===== config.mk =====
export PLATFORM = sky130hd
export DESIGN_NAME = displ_ndig_mux
export DESIGN_NICKNAME = d
export VERILOG_FILES = /design/src/rtl/displ_pkg.sv /design/src/rtl/seg_decode.sv /design/src/rtl/displ_ndig_mux.sv
export SDC_FILE = /design/constraint.sdc
export NUM_CORES = 1
export LEC_CHECK = 0
export CAP_MARGIN = 20
export CORE_UTILIZATION = 48
export DETAILED_ROUTE_END_ITERATION = 8
export PLACE_DENSITY_LB_ADDON = 0.05
export SLEW_MARGIN = 20
export SYNTH_ARGS = -nofsm -noshare
export SYNTH_HDL_FRONTEND = slang
export SYNTH_SLANG_ARGS = --single-unit

===== constraint.sdc =====
create_clock -name clk -period 2.2 [get_ports clk]
set_input_delay 0.33 -clock clk [delete_from_list [all_inputs] [get_ports clk]]
set_output_delay 0.33 -clock clk [all_outputs]
set_load 0.1 [all_outputs]

===== src/rtl/displ_pkg.sv =====
// Shared constants for the multiplexed 7-segment display: defaults, segment bit map, glyphs.
// Latency: n/a (package only).
// Backpressure: n/a.
package displ_pkg;

  localparam int N_DIG_DEF   = 4;
  localparam int DIV_W_DEF   = 10;
  localparam int BLINK_W_DEF = 5;

  // Segment bit positions on the seg bus (active-high)
  localparam int SEG_A  = 0;
  localparam int SEG_B  = 1;
  localparam int SEG_C  = 2;
  localparam int SEG_D  = 3;
  localparam int SEG_E  = 4;
  localparam int SEG_F  = 5;
  localparam int SEG_G  = 6;
  localparam int SEG_DP = 7;

  // Hex glyph table, bit order g..a (bit 6 = g, bit 0 = a)
  function automatic logic [6:0] glyph_of(input logic [3:0] nib);
    logic [6:0] g;
    g = 7'h00;
    case (nib)
      4'h0: g = 7'h3F;
      4'h1: g = 7'h06;
      4'h2: g = 7'h5B;
      4'h3: g = 7'h4F;
      4'h4: g = 7'h66;
      4'h5: g = 7'h6D;
      4'h6: g = 7'h7D;
      4'h7: g = 7'h07;
      4'h8: g = 7'h7F;
      4'h9: g = 7'h6F;
      4'hA: g = 7'h77;
      4'hB: g = 7'h7C;
      4'hC: g = 7'h39;
      4'hD: g = 7'h5E;
      4'hE: g = 7'h79;
      4'hF: g = 7'h71;
      default: g = 7'h00;
    endcase
    return g;
  endfunction

endpackage


===== src/rtl/seg_decode.sv =====
// Combinational hex nibble to 7-segment glyph decode.
// Latency: 0 cycles (pure combinational).
// Backpressure: none.
module seg_decode
  import displ_pkg::*;
(
  input  logic [3:0] nib,
  output logic [6:0] seg
);

  // Table lookup of the glyph for the selected nibble
  always_comb begin
    seg = glyph_of(nib);
  end

endmodule


===== src/rtl/displ_ndig_mux.sv =====
// N-digit time-multiplexed 7-segment driver with brightness PWM, blink and leading-zero blanking.
// Latency: dig/seg registered, one clk behind the slot/index state.
// Backpressure: none; en=0 freezes all state and blanks the outputs.
module displ_ndig_mux
  import displ_pkg::*;
#(
  parameter int N_DIG   = N_DIG_DEF,
  parameter int DIV_W   = DIV_W_DEF,
  parameter int BLINK_W = BLINK_W_DEF
) (
  input  logic               clk,
  input  logic               rst,
  input  logic               en,
  input  logic [4*N_DIG-1:0] number,
  input  logic [N_DIG-1:0]   dp,
  input  logic               blank_lz,
  input  logic [2:0]         bright,
  input  logic [N_DIG-1:0]   blink,
  output logic [N_DIG-1:0]   dig,
  output logic [7:0]         seg,
  output logic               frame_tick
);

  localparam int IDX_W = $clog2(N_DIG);

  logic [DIV_W-1:0]   slot_q, slot_d;
  logic [IDX_W-1:0]   idx_q, idx_d;
  logic [4*N_DIG-1:0] num_q, num_d;
  logic [N_DIG-1:0]   dp_sh_q, dp_sh_d;
  logic [N_DIG-1:0]   blink_sh_q, blink_sh_d;
  logic [BLINK_W-1:0] fcnt_q, fcnt_d;
  logic               phase_q, phase_d;
  logic [N_DIG-1:0]   dig_q, dig_d;
  logic [7:0]         seg_q, seg_d;
  logic               tick_q, tick_d;

  logic               slot_wrap, idx_last, frame_wrap;
  logic               pwm_on, blanked, upper_zero;
  logic [N_DIG-1:0]   lz_mask;
  logic [3:0]         cur_nib;
  logic [6:0]         cur_glyph;

  assign slot_wrap  = (slot_q == {DIV_W{1'b1}});
  assign idx_last   = (idx_q == IDX_W'(N_DIG - 1));
  assign frame_wrap = slot_wrap && idx_last;
  assign cur_nib    = num_q[{idx_q, 2'b00} +: 4];
  assign pwm_on     = (slot_q[DIV_W-1 -: 3] <= bright);

  seg_decode u_seg_decode (
    .nib (cur_nib),
    .seg (cur_glyph)
  );

  // Leading-zero mask: digit k blanks when it and every higher shadow nibble are zero
  always_comb begin
    lz_mask    = '0;
    upper_zero = 1'b1;
    for (int k = N_DIG - 1; k >= 1; k--) begin
      upper_zero = upper_zero && (num_q[4*k +: 4] == 4'h0);
      lz_mask[k] = upper_zero;
    end
  end

  // Counter, index, shadow capture and blink phase advance
  always_comb begin
    slot_d     = slot_q;
    idx_d      = idx_q;
    num_d      = num_q;
    dp_sh_d    = dp_sh_q;
    blink_sh_d = blink_sh_q;
    fcnt_d     = fcnt_q;
    phase_d    = phase_q;
    tick_d     = 1'b0;
    if (en) begin
      slot_d = slot_q + DIV_W'(1);
      if (slot_wrap) begin
        idx_d = idx_last ? '0 : idx_q + IDX_W'(1);
      end
      if (frame_wrap) begin
        num_d      = number;
        dp_sh_d    = dp;
        blink_sh_d = blink;
        fcnt_d     = fcnt_q + BLINK_W'(1);
        tick_d     = 1'b1;
        if (fcnt_q == {BLINK_W{1'b1}}) begin
          phase_d = ~phase_q;
        end
      end
    end
  end

  // Output drive for the current slot: PWM gate, then blink / leading-zero blanking
  always_comb begin
    blanked = (blank_lz && lz_mask[idx_q]) || (phase_q && blink_sh_q[idx_q]);
    dig_d   = '0;
    seg_d   = '0;
    if (en && pwm_on) begin
      dig_d = N_DIG'(1) << idx_q;
      if (!blanked) begin
        seg_d[SEG_G:SEG_A] = cur_glyph;
        seg_d[SEG_DP]      = dp_sh_q[idx_q];
      end
    end
  end

  // State and output registers, cleared asynchronously by rst
  always_ff @(posedge clk or posedge rst) begin
    if (rst) begin
      slot_q     <= '0;
      idx_q      <= '0;
      num_q      <= '0;
      dp_sh_q    <= '0;
      blink_sh_q <= '0;
      fcnt_q     <= '0;
      phase_q    <= 1'b0;
      dig_q      <= '0;
      seg_q      <= '0;
      tick_q     <= 1'b0;
    end else begin
      slot_q     <= slot_d;
      idx_q      <= idx_d;
      num_q      <= num_d;
      dp_sh_q    <= dp_sh_d;
      blink_sh_q <= blink_sh_d;
      fcnt_q     <= fcnt_d;
      phase_q    <= phase_d;
      dig_q      <= dig_d;
      seg_q      <= seg_d;
      tick_q     <= tick_d;
    end
  end

  assign dig        = dig_q;
  assign seg        = seg_q;
  assign frame_tick = tick_q;

endmodule


==> run summary, run 1 <==
CTS tree -> done
Pint -> 1.548 mW
capturing point of the worst reg2reg path -> seg[4]$_DFF_PP0_
Hold/Removal Path Class -> input port to async pin
drt first pass iters -> 4
die height -> 77.25 um
status -> complete, no violations
gr usage total -> 17.63%
YS warnings -> 0
post-synthesis cell area -> 2718 um^2
post-synthesis register bit count -> 55
worst-path fanout max -> 6
worst path cell trace -> mux4_1 -> inv_1 -> ha_1 -> and2b_1 -> nor3_1 -> a2111oi_1
CTS Hold Buffers Added -> 0
H-tree Lvls -> 2
RSZ-0062 raised after global routing -> false
antenna violations before repair -> 0
routability cong. -> 0.8563
cell taking the most area after synthesis -> dfrtp_1
share of the synthesized area in the top cell type -> 50.64%
Layout area overhead -> 23.30%
HPWL reported at the end of detailed placement -> 3.406 mm
commonest non-fill, non-tap cell in the layout -> dfrtp_1
worst-skew pair later-pin latency -> 310 ps
# fillers -> 457
Starting Density -> 49.66%
std cell rows -> 27
most common flop cell mapped by yosys -> dfrtp_1
Largest stage delay, worst path -> 690 ps
total clock buffers created by CTS -> 5
final WL -> 4.668 mm
Seq/Total Area, Yosys -> 50.64%
number of max-cap violations -> 0
DRC -> 0
fin. max-slew vios -> 0
Fin Setup TNS -> 0 ps
Rel. slew slack -> 72.27%
Syn Inst Count -> 212
top post-synthesis cells by area -> dfrtp_1, mux2_2, ha_1
Syn Area/Cell -> 12.82 um^2
Final period util -> 94.42%
leakage -> 1.568 nW
Sw Share -> 25.76%
Crit. End Element -> register
fmax -> 0.4814 GHz
die area -> 5967 um^2
power per standard cell area -> 622.4 nW/um^2
first-pass GRT wire length -> 8.204 mm
CP Class -> register to register
share of post-route cells with drive strength above 1 -> 25.57%
Gate power share -> 13.4%
EDFF count, synth -> 0
reg-to-reg setup timing slack -> 120 ps
Post-Layout Cell Count -> 334
Slowest-stage cell, CP -> mux4_1
Slew @ Worst Pin -> 411.6 ps
Clk pwr share -> 31.2%
n_diodes -> 0
final setup vio count -> 0
Root Buffer Master -> clkbuf_8
WP data required -> 2390 ps
DIE WIDTH -> 77.25 um
Reg power frac -> 55.4%
Reg2Reg Launch Point -> idx_q[0]$_DFFE_PP0P_
clk_skew -> 4.934 ps
share of flip-flops with an asynchronous set or reset -> 100.0%
r2r worst-path depth -> 6
Boundary Pins -> 44
syn nets -> 258
final hold vios -> 0
nets -> 308
crit path time final -> 2077 ps
Psw -> 0.5372 mW
Routed Antenna Nets -> 0
clk slew on worst S/H paths -> 90 ps
post-cts sizing count -> 0
Vias/cell -> 5.162
drt wl/cell -> 13.98 um
clock tree sinks -> 55
most frequent cells in the layout -> dfrtp_1, clkdlybuf4s50_1, mux2_2
number of global-route vias before repair -> 1,728
CP Launch Type -> register
Post-CTS Setup Bufs -> 0
1st-iter DRT viols -> 61
core area -> 5473 um^2
Final Power -> 2.085 mW
CP arrival -> 2270 ps
unique cell type count in the Yosys netlist -> 35
Max VDD drop -> 0.3346 mV
largest net degree at the start of global routing -> 39
Post-Place Cells -> 327
Clock Tree Buf Depth -> 2
PortBufs -> 43
Buf+Inv Stages, Crit Path -> 1
DR vias -> 1,724
Overflow after GRT -> 0
family with the most delay on the worst path -> multiplexers
[metal layers]
metal  vias to the layer above  part of all wire (%)  track usage (%)  routed length [um]
met2                        38                    45            26.99                2097
met1                       836                    50            24.65                2322
met5                         -                     0                0                   0
li1                        843                     -                -                   -
met4                         0                   1.4            6.226                  67
met3                         7                   3.9            3.810                 180
[cell families after synthesis]
group           count (synthesis)  share of synthesized area (%)
simple gates                   51                          10.59
xor+xnor                       17                          5.479
buf+inv                        22                          3.821
compound gates                 12                          2.993
fa+ha+maj                      15                          6.906
mux                            40                          19.57
flops                          55                          50.64
[layout make-up]
class	count	area [um^2]	area share, %
clock inverter	1	30.03	0.8962
inverter	14	52.55	1.568
timing repair buffer	51	483.0	14.41
multi-input combinational	135	1246	37.19
clock buffer	6	72.57	2.166
tap	72	90.09	2.689
sequential	55	1376	41.08
[how the worst max path moves through the flow]
stage / start / to / slack, ps / cells after the start
after floorplan: idx_q[0]$_DFFE_PP0P_ / seg[4]$_DFF_PP0_ / 130 / 7
after global placement: bright[1] / seg[4]$_DFF_PP0_ / 90 / 7
after detailed placement: bright[1] / seg[1]$_DFF_PP0_ / 40 / 7
after CTS: idx_q[0]$_DFFE_PP0P_ / seg[4]$_DFF_PP0_ / 110 / 6
after global routing: idx_q[0]$_DFFE_PP0P_ / seg[4]$_DFF_PP0_ / 7 / 6
final: idx_q[0]$_DFFE_PP0P_ / seg[4]$_DFF_PP0_ / 120 / 6
[registers in the layout, summed over array words and instances (netlist names)]
| register | flops |
|---|---|
| fcnt_q | 5 |
| dig | 4 |
| phase_q | 1 |
| dp_sh_q | 4 |
| frame_tick | 1 |
| blink_sh_q | 4 |
| slot_q | 10 |
| num_q | 16 |
| idx_q | 2 |
| seg | 8 |
[per-stage QoR]
stage	hold WS, ps	worst slack, ps	utilization, %	cell area [um^2]
floorplan	438.1	125.6	-	2718
global placement	455.5	88.47	59.35	3248
detailed placement	460.7	42.84	59.35	3248
CTS	327.9	110.4	61.23	3351
global route	348.9	6.934	61.23	3351
finish	320.0	122.8	61.23	3351
[power groups by stage]
stage | clock network (mW) | logic, mW | registers (mW)
5_1_grt | 0.701 | 0.314 | 1.17
6_report | 0.650 | 0.280 | 1.16
4_1_cts | 0.672 | 0.286 | 1.16
3_5_place_dp | 0 | 0.285 | 1.18
2_1_floorplan | 0 | 0.121 | 1.22
3_3_place_gp | 0 | 0.281 | 1.17
[synth_stat cells, types with 2 or more instances]
master and number:
a21oi_1 3, nor3_1 3, buf_6 2, mux2i_1 4
mux4_2 5, nor2b_1 2, nor4_1 5, mux2_2 29
o21ai_0 3, ha_1 15, inv_1 14, nand3_1 4
dfrtp_1 55, a2111oi_1 2, nand2_1 10, or2_2 2
and3_1 4, nand4_1 5, mux4_1 2, buf_2 5
xor2_1 4, nor2_1 9, xnor2_1 13
No activity file was read; power rests on OpenSTA's default activity.
==> run 2: changes to the inputs <==
Settings changed: SYNTH_HIERARCHICAL set to 1.
==> run 2 against run 1 <==
Flip-flop and latch count unchanged. Critical path depth unchanged. Count of clock-buffer cells in the layout unchanged. Combinational power up 3%. Via count up 2.8%. Register-to-register slack about the same.
==> run summary, run 2 <==
status -> complete, no violations
Post-CTS Setup Bufs -> 0 (unchanged)
final hold vios -> 0 (unchanged)
most common flop cell mapped by yosys -> dfrtp_1
DR vias -> 1,772 (+2.8%)
r2r worst-path depth -> 6 (unchanged)
Fin Setup TNS -> 0 ps (unchanged)
post-cts sizing count -> 0 (unchanged)
gr usage total -> 18.29% (+0.65 points)
Top reg by flops -> num_q
Rel. slew slack -> 69.14% (-3.1 points)
die area -> 6194 um^2 (+3.8%)
capturing point of the worst reg2reg path -> seg[3]$_DFF_PP0_
most frequent cells in the layout -> dfrtp_1, clkdlybuf4s50_1, buf_4
power per standard cell area -> 584.3 nW/um^2 (-6.1%)
Layout area overhead -> 21.80%
clock tree sinks -> 55 (unchanged)
Final period util -> 94.55% (+0.13 points)
share of flip-flops with an asynchronous set or reset -> 100.0% (unchanged)
Worst Setup SP -> idx_q[0]$_DFFE_PP0P_
Crit. End Element -> register
std cell rows -> 27 (unchanged)
fin. max-slew vios -> 0 (unchanged)
grt peak-use layer -> met2
Root Buffer Master -> clkbuf_8
HPWL reported at the end of detailed placement -> 3.583 mm (+5.2%)
Vias/cell -> 5.196 (+0.67%)
number of global-route vias before repair -> 1,760 (+1.9%)
largest net degree at the start of global routing -> 36 (-7.7%)
DRC -> 0 (unchanged)
Seq/Total Area, Yosys -> 48.74% (-1.9 points)
RSZ-0062 raised after global routing -> false
drt wl/cell -> 14.38 um (+2.9%)
cell taking the most area after synthesis -> dfrtp_1
core area -> 5574 um^2 (+1.9%)
crit path time final -> 2080 ps (+2.815 ps)
CP Class -> register to register
Syn Area/Cell -> 12.95 um^2 (+1.1%)
M2 GR Usage -> 27.65% (+0.66 points)
reg-to-reg setup timing slack -> 120 ps (about the same)
share of the synthesized area in the top cell type -> 48.74% (-1.9 points)
1st-iter DRT viols -> 73 (+20%)
Starting Density -> 50.66% (+1.0 points)
first-pass GRT wire length -> 8.666 mm (+5.6%)
drt first pass iters -> 4 (unchanged)
# fillers -> 489 (+7.0%)
post-synthesis register bit count -> 55 (unchanged)
number of max-cap violations -> 0 (unchanged)
GR Util met3 -> 4.023% (+0.21 points)
CP arrival -> 2280 ps (about the same)
Max VDD drop -> 0.3056 mV (-8.7%)
Hold/Removal Path Class -> input port to async pin
CTS tree -> done
nets -> 317 (+2.9%)
n_diodes -> 0 (unchanged)
H-tree Lvls -> 2 (unchanged)
post-layout util -> 61.71% (+0.48 points)
M1 GR Usage -> 26.25% (+1.6 points)
EDFF count, synth -> 0 (unchanged)
syn nets -> 266 (+3.1%)
WP data required -> 2400 ps (about the same)
YS warnings -> 6 (+6)
worst-path fanout max -> 4 (-2)
commonest non-fill, non-tap cell in the layout -> dfrtp_1
Syn Inst Count -> 218 (+2.8%)
Commonest cells post-synth -> dfrtp_1, mux2_4, ha_1, inv_1
final setup vio count -> 0 (unchanged)
Routed Antenna Nets -> 0 (unchanged)
top-count cell post-synth -> dfrtp_1
final WL -> 4.905 mm (+5.1%)
top post-synthesis cells by area -> dfrtp_1, mux2_4, ha_1
Boundary Pins -> 44 (unchanged)
clk_skew -> 3.732 ps (-1.202 ps)
Clock Tree Buf Depth -> 2 (unchanged)
fmax -> 0.4808 GHz (-0.14%)
Slew @ Worst Pin -> 462.3 ps (+50.67 ps)
max reg flops -> 16 (unchanged)
antenna violations before repair -> 0 (unchanged)
CTS Hold Buffers Added -> 0 (unchanged)
total clock buffers created by CTS -> 5 (unchanged)
leakage -> 1.684 nW (+7.4%)
worst-skew pair later-pin latency -> 300 ps (about the same)
post-synthesis cell area -> 2824 um^2 (+3.9%)
unique cell type count in the Yosys netlist -> 35 (unchanged)
routability cong. -> 0.7670 (-10%)
clk slew on worst S/H paths -> 90 ps (about the same)
CP Launch Type -> register
DIE WIDTH -> 78.70 um (+1.9%)
share of post-route cells with drive strength above 1 -> 26.77% (+1.2 points)
PortBufs -> 43 (unchanged)
Overflow after GRT -> 0 (unchanged)
die height -> 78.70 um (+1.9%)
Reg2Reg Launch Point -> idx_q[0]$_DFFE_PP0P_
==> run 2: how the worst max path moves through the flow <==
stage	endpoint	slack, ps
finish	seg[3]$_DFF_PP0_	120
global route	seg[3]$_DFF_PP0_	8
CTS	seg[3]$_DFF_PP0_	100
detailed placement	seg[3]$_DFF_PP0_	130
global placement	seg[3]$_DFF_PP0_	140
floorplan	seg[3]$_DFF_PP0_	0.05
==> run 2: per-layer routing <==
layer,wire [um],up-vias
met4,58,0
met2,2105,48
met1,2521,847
met3,220,6
li1,-,871
met5,0,-
==> run 2: layout make-up <==
cell class / instances / area [um^2] / share of cell area [%]
clock inverter: 1 / 5.005 / 0.1455
sequential: 55 / 1376 / 40.01
tap: 72 / 90.09 / 2.619
inverter: 13 / 48.80 / 1.419
clock buffer: 6 / 82.58 / 2.401
multi-input combinational: 141 / 1339 / 38.92
timing repair buffer: 53 / 498.0 / 14.48
==> run 2: worst max-delay path: stages (launching register included) <==
cell and delay, ps:
dfrtp_1 410, mux4_2 530, inv_1 140, ha_1 270
mux4_1 490, nand4_1 100, nor2_1 40
==> run 2: logic make-up (layout without fill, tap and decap cells) <==
| group | count (synthesis) | in the layout | share of synthesized area [%] |
|---|---|---|---|
| simple gates | 61 | 61 | 12.27 |
| flops | 55 | 55 | 48.74 |
| mux | 39 | 39 | 20.91 |
| buf+inv | 22 | 73 | 3.943 |
| fa+ha+maj | 17 | 17 | 7.532 |
| xor+xnor | 13 | 13 | 4.032 |
| compound gates | 11 | 11 | 2.570 |
==> run 2: metrics by stage <==
stage | worst slack, ps | area [um^2] | power, mW | instances | hold slack (ps)
floorplan | 0.04530 | 2826 | 1.347 | 218 | 437.7
global placement | 138.1 | 3349 | 1.459 | 334 | 459.8
detailed placement | 127.6 | 3349 | 1.462 | 334 | 483.0
CTS | 102.1 | 3437 | 2.032 | 341 | 355.4
global route | 8.299 | 3440 | 2.118 | 341 | 373.1
finish | 120.0 | 3440 | 2.010 | 341 | 348.9
==> run 2: power breakdown <==
| part | leakage [nW] | total [mW] | switching, mW | internal, mW |
|---|---|---|---|---|
| clock network | 0.0470 | 0.568 | 0.320 | 0.248 |
| logic | 0.901 | 0.288 | 0.149 | 0.139 |
| registers | 0.736 | 1.15 | 0.0758 | 1.08 |
| total | 1.68 | 2.01 | 0.545 | 1.46 |
==> run 3: changes to the inputs <==
Settings changed: CAP_MARGIN 20 to not set.
==> results of run 3 <==
No change in the layout: final DEF, timing and power equal those of run 2.
